**src/rtl/lsu_pkg.sv**
```systemverilog
// Shared encodings for the load/store byte-alignment stage: access sizes, FSM states, base mask.
// Purely declarative; no latency or backpressure of its own.
package lsu_pkg;

  localparam logic [1:0] SZ_B  = 2'b00;
  localparam logic [1:0] SZ_H  = 2'b01;
  localparam logic [1:0] SZ_3B = 2'b10;
  localparam logic [1:0] SZ_W  = 2'b11;

  typedef enum logic [2:0] {
    IDLE,
    RD,
    WAIT,
    WR,
    RESP
  } state_e;

  // Low (size+1) bytes set, before any lane shift.
  function automatic logic [31:0] base_mask(input logic [1:0] size);
    logic [31:0] m;
    case (size)
      SZ_B:    m = 32'h0000_00FF;
      SZ_H:    m = 32'h0000_FFFF;
      SZ_3B:   m = 32'h00FF_FFFF;
      default: m = 32'hFFFF_FFFF;
    endcase
    return m;
  endfunction

endpackage

```
**src/rtl/lsu_byte_align_if.sv**
```systemverilog
// Request/response handshake bundle between the execute stage (master) and the LSU (slave).
// Valid/ready on both directions; one access outstanding at a time.
interface lsu_byte_align_if #(
  parameter int ADDR_W = 32
);
  logic              req_valid;
  logic              req_ready;
  logic              req_we;
  logic [1:0]        req_size;
  logic              req_signed;
  logic [ADDR_W-1:0] req_addr;
  logic [31:0]       req_wdata;
  logic              resp_valid;
  logic              resp_ready;
  logic [31:0]       resp_rdata;
  logic              resp_err;

  modport master (
    output req_valid, req_we, req_size, req_signed, req_addr, req_wdata, resp_ready,
    input  req_ready, resp_valid, resp_rdata, resp_err
  );

  modport slave (
    input  req_valid, req_we, req_size, req_signed, req_addr, req_wdata, resp_ready,
    output req_ready, resp_valid, resp_rdata, resp_err
  );
endinterface

```
**src/rtl/lsu_lane_align.sv**
```systemverilog
// Combinational lane shifter: extracts/extends load data and merges store data into the old word.
// Zero latency; no handshake.
module lsu_lane_align
  import lsu_pkg::*;
(
  input  logic [1:0]  off,
  input  logic [1:0]  size,
  input  logic        sgn,
  input  logic [31:0] old,
  input  logic [31:0] wdata,
  output logic [31:0] ld_data,
  output logic [31:0] wr_data
);

  logic [4:0]  sh;
  logic [31:0] m;
  logic [31:0] lm;
  logic [31:0] raw;
  logic        sbit;

  always_comb begin
    sh   = {off, 3'b000};
    m    = base_mask(size);
    // Bytes pushed past lane 3 fall off the top of the 32-bit lane mask.
    lm   = m << sh;
    raw  = (old >> sh) & m;
    sbit = raw[{size, 3'b111}];
    ld_data = raw;
    if (sgn && (size != SZ_W) && sbit) begin
      ld_data = raw | ~m;
    end
    wr_data = (old & ~lm) | ((wdata << sh) & lm);
  end

endmodule

```
**src/rtl/lsu_byte_align.sv**
```systemverilog
// Sub-word load/store stage over a word-only memory (RMW for partial stores); load 3, store 2/4 cycles.
// One access in flight, RESP held until resp_ready; LSU_MISALIGN_TRAP_EN turns lane crossing into an error.
module lsu_byte_align
  import lsu_pkg::*;
#(
  parameter int ADDR_W = 32
) (
  input  logic              clk,
  input  logic              rst_n,
  lsu_byte_align_if.slave   bus,
  output logic              mem_en,
  output logic              mem_we,
  output logic [ADDR_W-3:0] mem_addr,
  output logic [31:0]       mem_wdata,
  input  logic [31:0]       mem_rdata
);

  state_e            state;
  state_e            state_nxt;
  logic [ADDR_W-1:0] addr_q;
  logic [1:0]        size_q;
  logic              we_q;
  logic              sgn_q;
  logic              err_q;
  logic [31:0]       wdata_q;
  logic [31:0]       old_q;
  logic [31:0]       ld_data;
  logic [31:0]       wr_data;
  logic              accept;
  logic              trap;
  logic              full_st;

  assign accept  = bus.req_valid && bus.req_ready;
  assign full_st = (bus.req_size == SZ_W) && (bus.req_addr[1:0] == 2'b00);

`ifdef LSU_MISALIGN_TRAP_EN
  assign trap = ({1'b0, bus.req_addr[1:0]} + {1'b0, bus.req_size}) > 3'd3;
`else
  assign trap = 1'b0;
`endif

  always_ff @(posedge clk) begin
    if (!rst_n) state <= IDLE;
    else        state <= state_nxt;
  end

  always_comb begin
    state_nxt      = state;
    bus.req_ready  = 1'b0;
    bus.resp_valid = 1'b0;
    mem_en         = 1'b0;
    mem_we         = 1'b0;
    case (state)
      IDLE: begin
        bus.req_ready = 1'b1;
        if (bus.req_valid) begin
          if (trap)                     state_nxt = RESP;
          else if (bus.req_we && full_st) state_nxt = WR;
          else                          state_nxt = RD;
        end
      end
      RD: begin
        mem_en    = 1'b1;
        state_nxt = WAIT;
      end
      WAIT: state_nxt = we_q ? WR : RESP;
      WR: begin
        mem_en    = 1'b1;
        mem_we    = 1'b1;
        state_nxt = RESP;
      end
      RESP: begin
        bus.resp_valid = 1'b1;
        if (bus.resp_ready) state_nxt = IDLE;
      end
      default: state_nxt = IDLE;
    endcase
  end

  always_ff @(posedge clk) begin
    if (!rst_n) begin
      addr_q  <= '0;
      size_q  <= SZ_B;
      we_q    <= 1'b0;
      sgn_q   <= 1'b0;
      err_q   <= 1'b0;
      wdata_q <= '0;
      old_q   <= '0;
    end else begin
      if (accept) begin
        addr_q  <= bus.req_addr;
        size_q  <= bus.req_size;
        we_q    <= bus.req_we;
        sgn_q   <= bus.req_signed;
        err_q   <= trap;
        wdata_q <= bus.req_wdata;
        // Zero old word so a full-word store merges to exactly wdata without a read.
        old_q   <= '0;
      end
      if (state == WAIT) old_q <= mem_rdata;
    end
  end

  lsu_lane_align u_lane (
    .off     (addr_q[1:0]),
    .size    (size_q),
    .sgn     (sgn_q),
    .old     (old_q),
    .wdata   (wdata_q),
    .ld_data (ld_data),
    .wr_data (wr_data)
  );

  assign mem_addr       = addr_q[ADDR_W-1:2];
  assign mem_wdata      = (state == WR) ? wr_data : 32'h0;
  assign bus.resp_rdata = ((state == RESP) && !we_q && !err_q) ? ld_data : 32'h0;
  assign bus.resp_err   = err_q;

endmodule

```
**src/flat_wrapper.sv**
```systemverilog
// flat-port wrapper written by rule: the top's interface ports become plain ports
module lsu_byte_align_flat import lsu_pkg::*;
#(
  parameter int ADDR_W = 32
)
  (clk, rst_n, mem_en, mem_we, mem_addr, mem_wdata, mem_rdata, bus_req_valid, bus_req_we, bus_req_size, bus_req_signed, bus_req_addr, bus_req_wdata, bus_resp_ready, bus_req_ready, bus_resp_valid, bus_resp_rdata, bus_resp_err);
  lsu_byte_align_if #(.ADDR_W(ADDR_W)) bus_i ();
  input  logic clk;
  input  logic rst_n;
  output logic mem_en;
  output logic mem_we;
  output logic [ADDR_W-3:0] mem_addr;
  output logic [31:0] mem_wdata;
  input  logic [31:0] mem_rdata;
  input wire logic [$bits(bus_i.req_valid)-1:0] bus_req_valid;
  input wire logic [$bits(bus_i.req_we)-1:0] bus_req_we;
  input wire logic [$bits(bus_i.req_size)-1:0] bus_req_size;
  input wire logic [$bits(bus_i.req_signed)-1:0] bus_req_signed;
  input wire logic [$bits(bus_i.req_addr)-1:0] bus_req_addr;
  input wire logic [$bits(bus_i.req_wdata)-1:0] bus_req_wdata;
  input wire logic [$bits(bus_i.resp_ready)-1:0] bus_resp_ready;
  output wire logic [$bits(bus_i.req_ready)-1:0] bus_req_ready;
  output wire logic [$bits(bus_i.resp_valid)-1:0] bus_resp_valid;
  output wire logic [$bits(bus_i.resp_rdata)-1:0] bus_resp_rdata;
  output wire logic [$bits(bus_i.resp_err)-1:0] bus_resp_err;
  assign bus_i.req_valid = bus_req_valid;
  assign bus_i.req_we = bus_req_we;
  assign bus_i.req_size = bus_req_size;
  assign bus_i.req_signed = bus_req_signed;
  assign bus_i.req_addr = bus_req_addr;
  assign bus_i.req_wdata = bus_req_wdata;
  assign bus_i.resp_ready = bus_resp_ready;
  assign bus_req_ready = bus_i.req_ready;
  assign bus_resp_valid = bus_i.resp_valid;
  assign bus_resp_rdata = bus_i.resp_rdata;
  assign bus_resp_err = bus_i.resp_err;
  lsu_byte_align #(.ADDR_W(ADDR_W)) u_core (.clk(clk), .rst_n(rst_n), .bus(bus_i), .mem_en(mem_en), .mem_we(mem_we), .mem_addr(mem_addr), .mem_wdata(mem_wdata), .mem_rdata(mem_rdata));
endmodule
```
**config.mk**
```make
export PLATFORM = sky130hd
export DESIGN_NAME = lsu_byte_align_flat
export DESIGN_NICKNAME = d
export VERILOG_FILES = /design/src/rtl/lsu_pkg.sv /design/src/rtl/lsu_byte_align_if.sv /design/src/rtl/lsu_lane_align.sv /design/src/rtl/lsu_byte_align.sv /design/src/flat_wrapper.sv
export SDC_FILE = /design/constraint.sdc
export NUM_CORES = 1
export LEC_CHECK = 0
export CORE_MARGIN = 1.5
export CORE_UTILIZATION = 35
export DETAILED_ROUTE_END_ITERATION = 7
export PLACE_DENSITY = 0.68
export REMOVE_ABC_BUFFERS = 1
export SKIP_LAST_GASP = 1
export SYNTH_ARGS = -nofsm -noshare
export SYNTH_HDL_FRONTEND = slang
export SYNTH_HIERARCHICAL = 1
export SYNTH_SLANG_ARGS = --single-unit
```
**constraint.sdc**
```tcl
create_clock -name clk -period 3 [get_ports clk]
set_clock_uncertainty 0.15 [all_clocks]
set_input_delay 0.6 -clock clk [delete_from_list [all_inputs] [get_ports clk]]
set_output_delay 0.6 -clock clk [all_outputs]
set_load 0.005 [all_outputs]
```
After elaboration in Yosys (flattened, before gate mapping)
Index checks and enable logic that the tools add are counted.
W data, S select, Z words.

storage, ports and cells
  output and inout bits = 99
  input bits = 104
  bits in registers = 103
  word-level logic and storage cells = 58

operators by class
  equality and inequality tests = 10
  shift operators = 3
  muxes and demuxes = 17
  magnitude comparators = 1
  reductions and logical operators = 13
  bitwise logic cells = 7

operator list
  kind                  number
  $mux W32              5
  $and A32 B32 Y32      3
  $pmux W32 S3          1
  $not A32 Y32          2
  $or A32 B32 Y32       2
  $shl A32 B5 Y32       2
  $shr A32 B5 Y32       1
  $pmux W3 S5           1
  $mux W3               3
  $eq A3 B2 Y1 const B  2
  $logic_and A1 B1 Y1   6
  $lt A5 B6 Y1 const B  1
  $ne A2 B2 Y1 const B  3
  $mux W1               5
  $eq A2 B2 Y1 const B  2
  $logic_not A2 Y1      2
  $eq A3 B1 Y1 const B  1
  $eq A3 B3 Y1 const B  1
  $logic_not A3 Y1      1
  $bmux W1 S2           1
  $eq A2 B1 Y1 const B  1
  $mux W2               1
  $reduce_and A2 Y1     1
  $reduce_bool A2 Y1    1
  other kinds (2)       2

Depth between registers and ports, before layout
  depth after elaboration = 8
  mapped depth = 8
  gate-level depth less buffers = 5

Cells and area by module
Netlist, hierarchy kept.

modules (own cells, without submodules)
  module          cells an instance  sequential area each (sq um)  area an instance (sq um)  instances
  lsu_byte_align  503                2,062.0                       4,384.2                   1
  lsu_lane_align  227                0.0                           1,506.4                   1

Least setup slack after synthesis
No wires, ideal clock.

  kind = reg-to-output
  start point = reg u_core.addr_q[1]
  end point = out bus_resp_rdata[13]
  setup slack = 0.570 ns
  stages on the path, launching flop included = 9
  required time = 2.250 ns
  arrival = 1.680 ns
  buffers on the path = 3
  path through = dfxtp_1 > buf_2 > buf_2 > buf_2 > mux2i_1 > nor2_1 > a211oi_1 > nor2_1 > and2_1

between the ends
  longest elaborated chain between the ends = 7
  elaborated cells between the ends (all ways) = 8
  classes of those cells = shift (1); mux (4); bitwise (2); reduce/logical (1)

ends and longest elaborated chain
  what                           line                   text
  start: declaration             lsu_byte_align.sv:20   logic [ADDR_W-1:0] addr_q;
  start signal: assignment       lsu_byte_align.sv:91   addr_q <= bus.req_addr;
  $shr A32 B5 Y32 (*)            lsu_lane_align.sv:26   raw = (old >> sh) & m;
  $and A32 B32 Y32 (*)           lsu_lane_align.sv:26
  $bmux W1 S2                    lsu_lane_align.sv:27   sbit = raw[{size, 3'b111}];
  $mux W1 (not written as such)  lsu_lane_align.sv:27
  $logic_and A1 B1 Y1            lsu_lane_align.sv:29   if (sgn && (size != SZ_W) && sbit) begin
  $mux W32 (*)                   lsu_lane_align.sv:29
  via u_core.ld_data[13]         lsu_byte_align.sv:27   logic [31:0] ld_data;
  $mux W32 (*)                   lsu_byte_align.sv:116  assign bus.resp_rdata = ((state == RESP) && !we_q && !err_q) ? ld_data : 32'h0;
  end: declaration               flat_wrapper.sv:24     output wire logic [$bits(bus_i.resp_rdata)-1:0] bus_resp_rdata;

The timed path passes the listed nets; every way through them passes the cells marked *. The select of a mux whose other input is x is not followed.

Final worst setup path
  start point = reg u_core.addr_q[0]
  end point = out bus_resp_rdata[10]

The elaborated chain is that of the path after synthesis.

==> results.ini <==
[cells_and_area]
ff_latch_area_sq_um = 2070
num_antenna_cells = 0
area_growth_pct = 45.3
multi_input_area_sq_um = 3370
nets = 1002
fillers = 1584
drive_gt1_share_pct = 14.7
fin_util_pct = 51.8

[cts]
clock_latency_ns = 0.35
cts_buffer_depth = 2
cts_hold_buffers = 0
clockRootBuffer = clkbuf_16
numCtsBuffers = 9
cts_tree = yes
cts-htree-levels = 3
clkSinkCount = 103
clk_pin_slew_worst_paths_ns = 0.07

[sta]
fmax_mhz = 326
final_max_slew_viol_count = 0
setup_viol = 15
tightest_slew_ns = 0.664
slew_headroom_pct = 55.7
rsz0062_at_grt = true
setup_slack_ns = -0.0686
hold_violations = 0
period_share_pct = 102
fin_crit_ns = 3.07
setup_tns_ns = -0.510

[global_routing]
grt_use_met1_pct = 28.6
met2_usage_pct = 36.0
antenna_found_initial = 0
grt_max_degree = 71
use_met3_pct = 5.13
grt.busiest_layer = met2
grt_pass1_wl_microns = 30600
grt_overflow = 0
grt_usage_pct = 22.0
grt_pass1_vias = 5498

[pwr]
p_sw_share_pct = 28.8
p_seq_share_pct = 42.3
comb_power_share_pct = 23.6
power.density_nw_per_um2 = 419
cellInternalPower_w = 0.00255
p_leak_nw = 3.60
clock_power_share_pct = 34.1
ir_drop_v = 0.000270
power.switching_w = 0.00104

[synthesis]
synth_edf_count = 0
synth_area_leaders = dfxtp_1 (35%), nand2_1 (8.9%), a21boi_0 (6.1%), mux2i_1 (5.8%), a22o_1 (4.8%)
syn-instance-count = 730
muxShareOfSynthArea_pct = 9.22
synth-xor-area-share_pct = 0
ys.flop_type = dfxtp_1
yosys.area.top_type = dfxtp_1
synth.top_cell.area_share_pct = 35.0
synthSimpleGateAreaFrac_pct = 23.0
synth_top_family_by_area = compound AO/OA/AOI/OAI gates
synth_area_per_cell_sq_um = 8.07
yosysSeqAreaShare_pct = 35.0
syn_area_sq_um = 5890
ys_seq_elements = 103
synth.most_common_cell = nand2_1
synth.distinct_cells = 43
synth_fa_ha_area_share_pct = 0
async_flop_share_pct = 0
synthTopCellsByCount = nand2_1 (139), dfxtp_1 (103), a21boi_0 (48)
synth_compound_area_share_pct = 23.3
ys_warn_count = 6

[worst_setup_path]
worstPathCellList = mux4_2 -> a21oi_2 -> buf_4 -> nor2_1 -> and2_1 -> clkdlybuf4s50_1
crit_required_ns = 2.25
path_buf_inv = 2
worst_path_max_delay_cell = mux4_2
path_max_fanout = 4
critPathMaxStageDelay_ns = 0.56
crit_path_start_kind = flop
cp.arrival_ns = 2.32
crit_type = reg -> out
endpoint_kind = primary output
crit_family = buffers and inverters

[detailed_routing]
wl_microns = 20000
drc = 0
wl_per_cell_microns = 17.8
drtAntennaViolNets = 0
drtIter0Drc = 280
viasPerCell = 5.09
vias = 5721
first_pass_iters = 4

[status]
status = finished, violations left
violations = negative setup slack

[floorplanning]
core_sq_um = 16500
die-width_microns = 133
die-area_sq_um = 17600
die_h_microns = 133
boundaryPins = 203
std_cell_rows = 47
start_util_pct = 35.6

[placed_design]
hpwl_microns = 13200
io_buffers = 201
place_congestion = 0.831

[min_path]
hp-class = reg -> reg

[job]
max-cap-violations = 0

[kinds of logic after synthesis]
logic type | after synthesis
other | 1
flip-flops | 103
buffers and inverters | 98
AND/OR/NAND/NOR | 286
AO/OA/AOI/OAI | 191
multiplexers | 51
[worst paths after layout]
check,end,depth (start not counted),start,slack [ns]
max,bus_resp_rdata[10],6,u_core/addr_q[0]$_SDFFE_PN0P_,-0.07
min,u_core/wdata_q[26]$_SDFFE_PN0P_,2,u_core/wdata_q[26]$_SDFFE_PN0P_,0.30
min reg2reg,u_core/wdata_q[26]$_SDFFE_PN0P_,2,u_core/wdata_q[26]$_SDFFE_PN0P_,0.30
max reg2reg,u_core/wdata_q[2]$_SDFFE_PN0P_,5,u_core/state[1]$_SDFFE_PN0P_,0.95
[per-layer routing]
metal	part of all wire, %	routed length [microns]
met3	6.6	1330
met5	0	0
met1	45	9080
met2	46	9200
met4	2.0	404
[through the flow]
| step | hold WS (ns) | std cells | setup WS, ns | total power (W) | instance area (sq um) |
|---|---|---|---|---|---|
| 6_report | 0.302 | 1123 | -0.0686 | 0.00359 | 8560 |
| 5_1_grt | 0.318 | 1123 | -0.147 | 0.00375 | 8560 |
| 4_1_cts | 0.302 | 1113 | -0.141 | 0.00355 | 8290 |
| 3_5_place_dp | 0.292 | 1092 | 0.104 | 0.00232 | 7950 |
| 3_3_place_gp | 0.290 | 1092 | 0.140 | 0.00232 | 7950 |
| 2_1_floorplan | 0.280 | 635 | -0.842 | 0.00189 | 5350 |
[placed cells by master (no fill, tap or decap), types with 13 or more instances in the layout]
| cell type | netlist | final |
|---|---|---|
| clkdlybuf4s50_1 | 0 | 176 |
| nand2_1 | 139 | 138 |
| dfxtp_1 | 103 | 99 |
| a21boi_0 | 48 | 48 |
| nor2_1 | 47 | 46 |
| a21oi_1 | 43 | 41 |
| and3_1 | 34 | 34 |
| and2_1 | 34 | 32 |
| a22o_1 | 32 | 32 |
| buf_4 | 32 | 29 |
| mux2i_1 | 34 | 28 |
| a211oi_1 | 23 | 21 |
| a21boi_1 | 20 | 20 |
| nor2b_1 | 19 | 17 |
| mux2_2 | 16 | 16 |
| clkbuf_16 | 0 | 13 |
[area by class of cell]
cell class | instances | area share, %
well taps | 220 | 3.21
inverters | 3 | 0.132
repair buffers | 252 | 29.6
clock inverters | 5 | 0.672
multi-input cells | 529 | 39.4
clock buffers | 11 | 2.84
flip-flops and latches | 103 | 24.2
[flip-flops by register name, summed over array words and instances (netlist names)]
register	flops
u_core/addr_q	32
u_core/old_q	32
u_core/wdata_q	32
u_core/state	3
u_core/size_q	2
u_core/sgn_q	1
u_core/we_q	1
[tightest hold or removal path, cell delays in order, from the launching register on]
cell and delay (ns):
dfxtp_1 0.31, nand2_1 0.05, a21boi_1 0.05
[timing repair]
item | CTS | global route
pin swaps | 10 | 11
gates cloned | 0 | 4
endpoints found under the setup margin | 53 | 54
resized for setup | 55 | 65
buffers inserted | 5 | 7
[power by group through the flow]
stage,sequential [W],clock [W],combinational (W)
3_3_place_gp,0.00154,0,0.000777
5_1_grt,0.00153,0.00130,0.000924
4_1_cts,0.00151,0.00125,0.000792
2_1_floorplan,0.00156,0,0.000332
6_report,0.00152,0.00123,0.000847
3_5_place_dp,0.00154,0,0.000779
No activity file was read; power rests on OpenSTA's default activity.
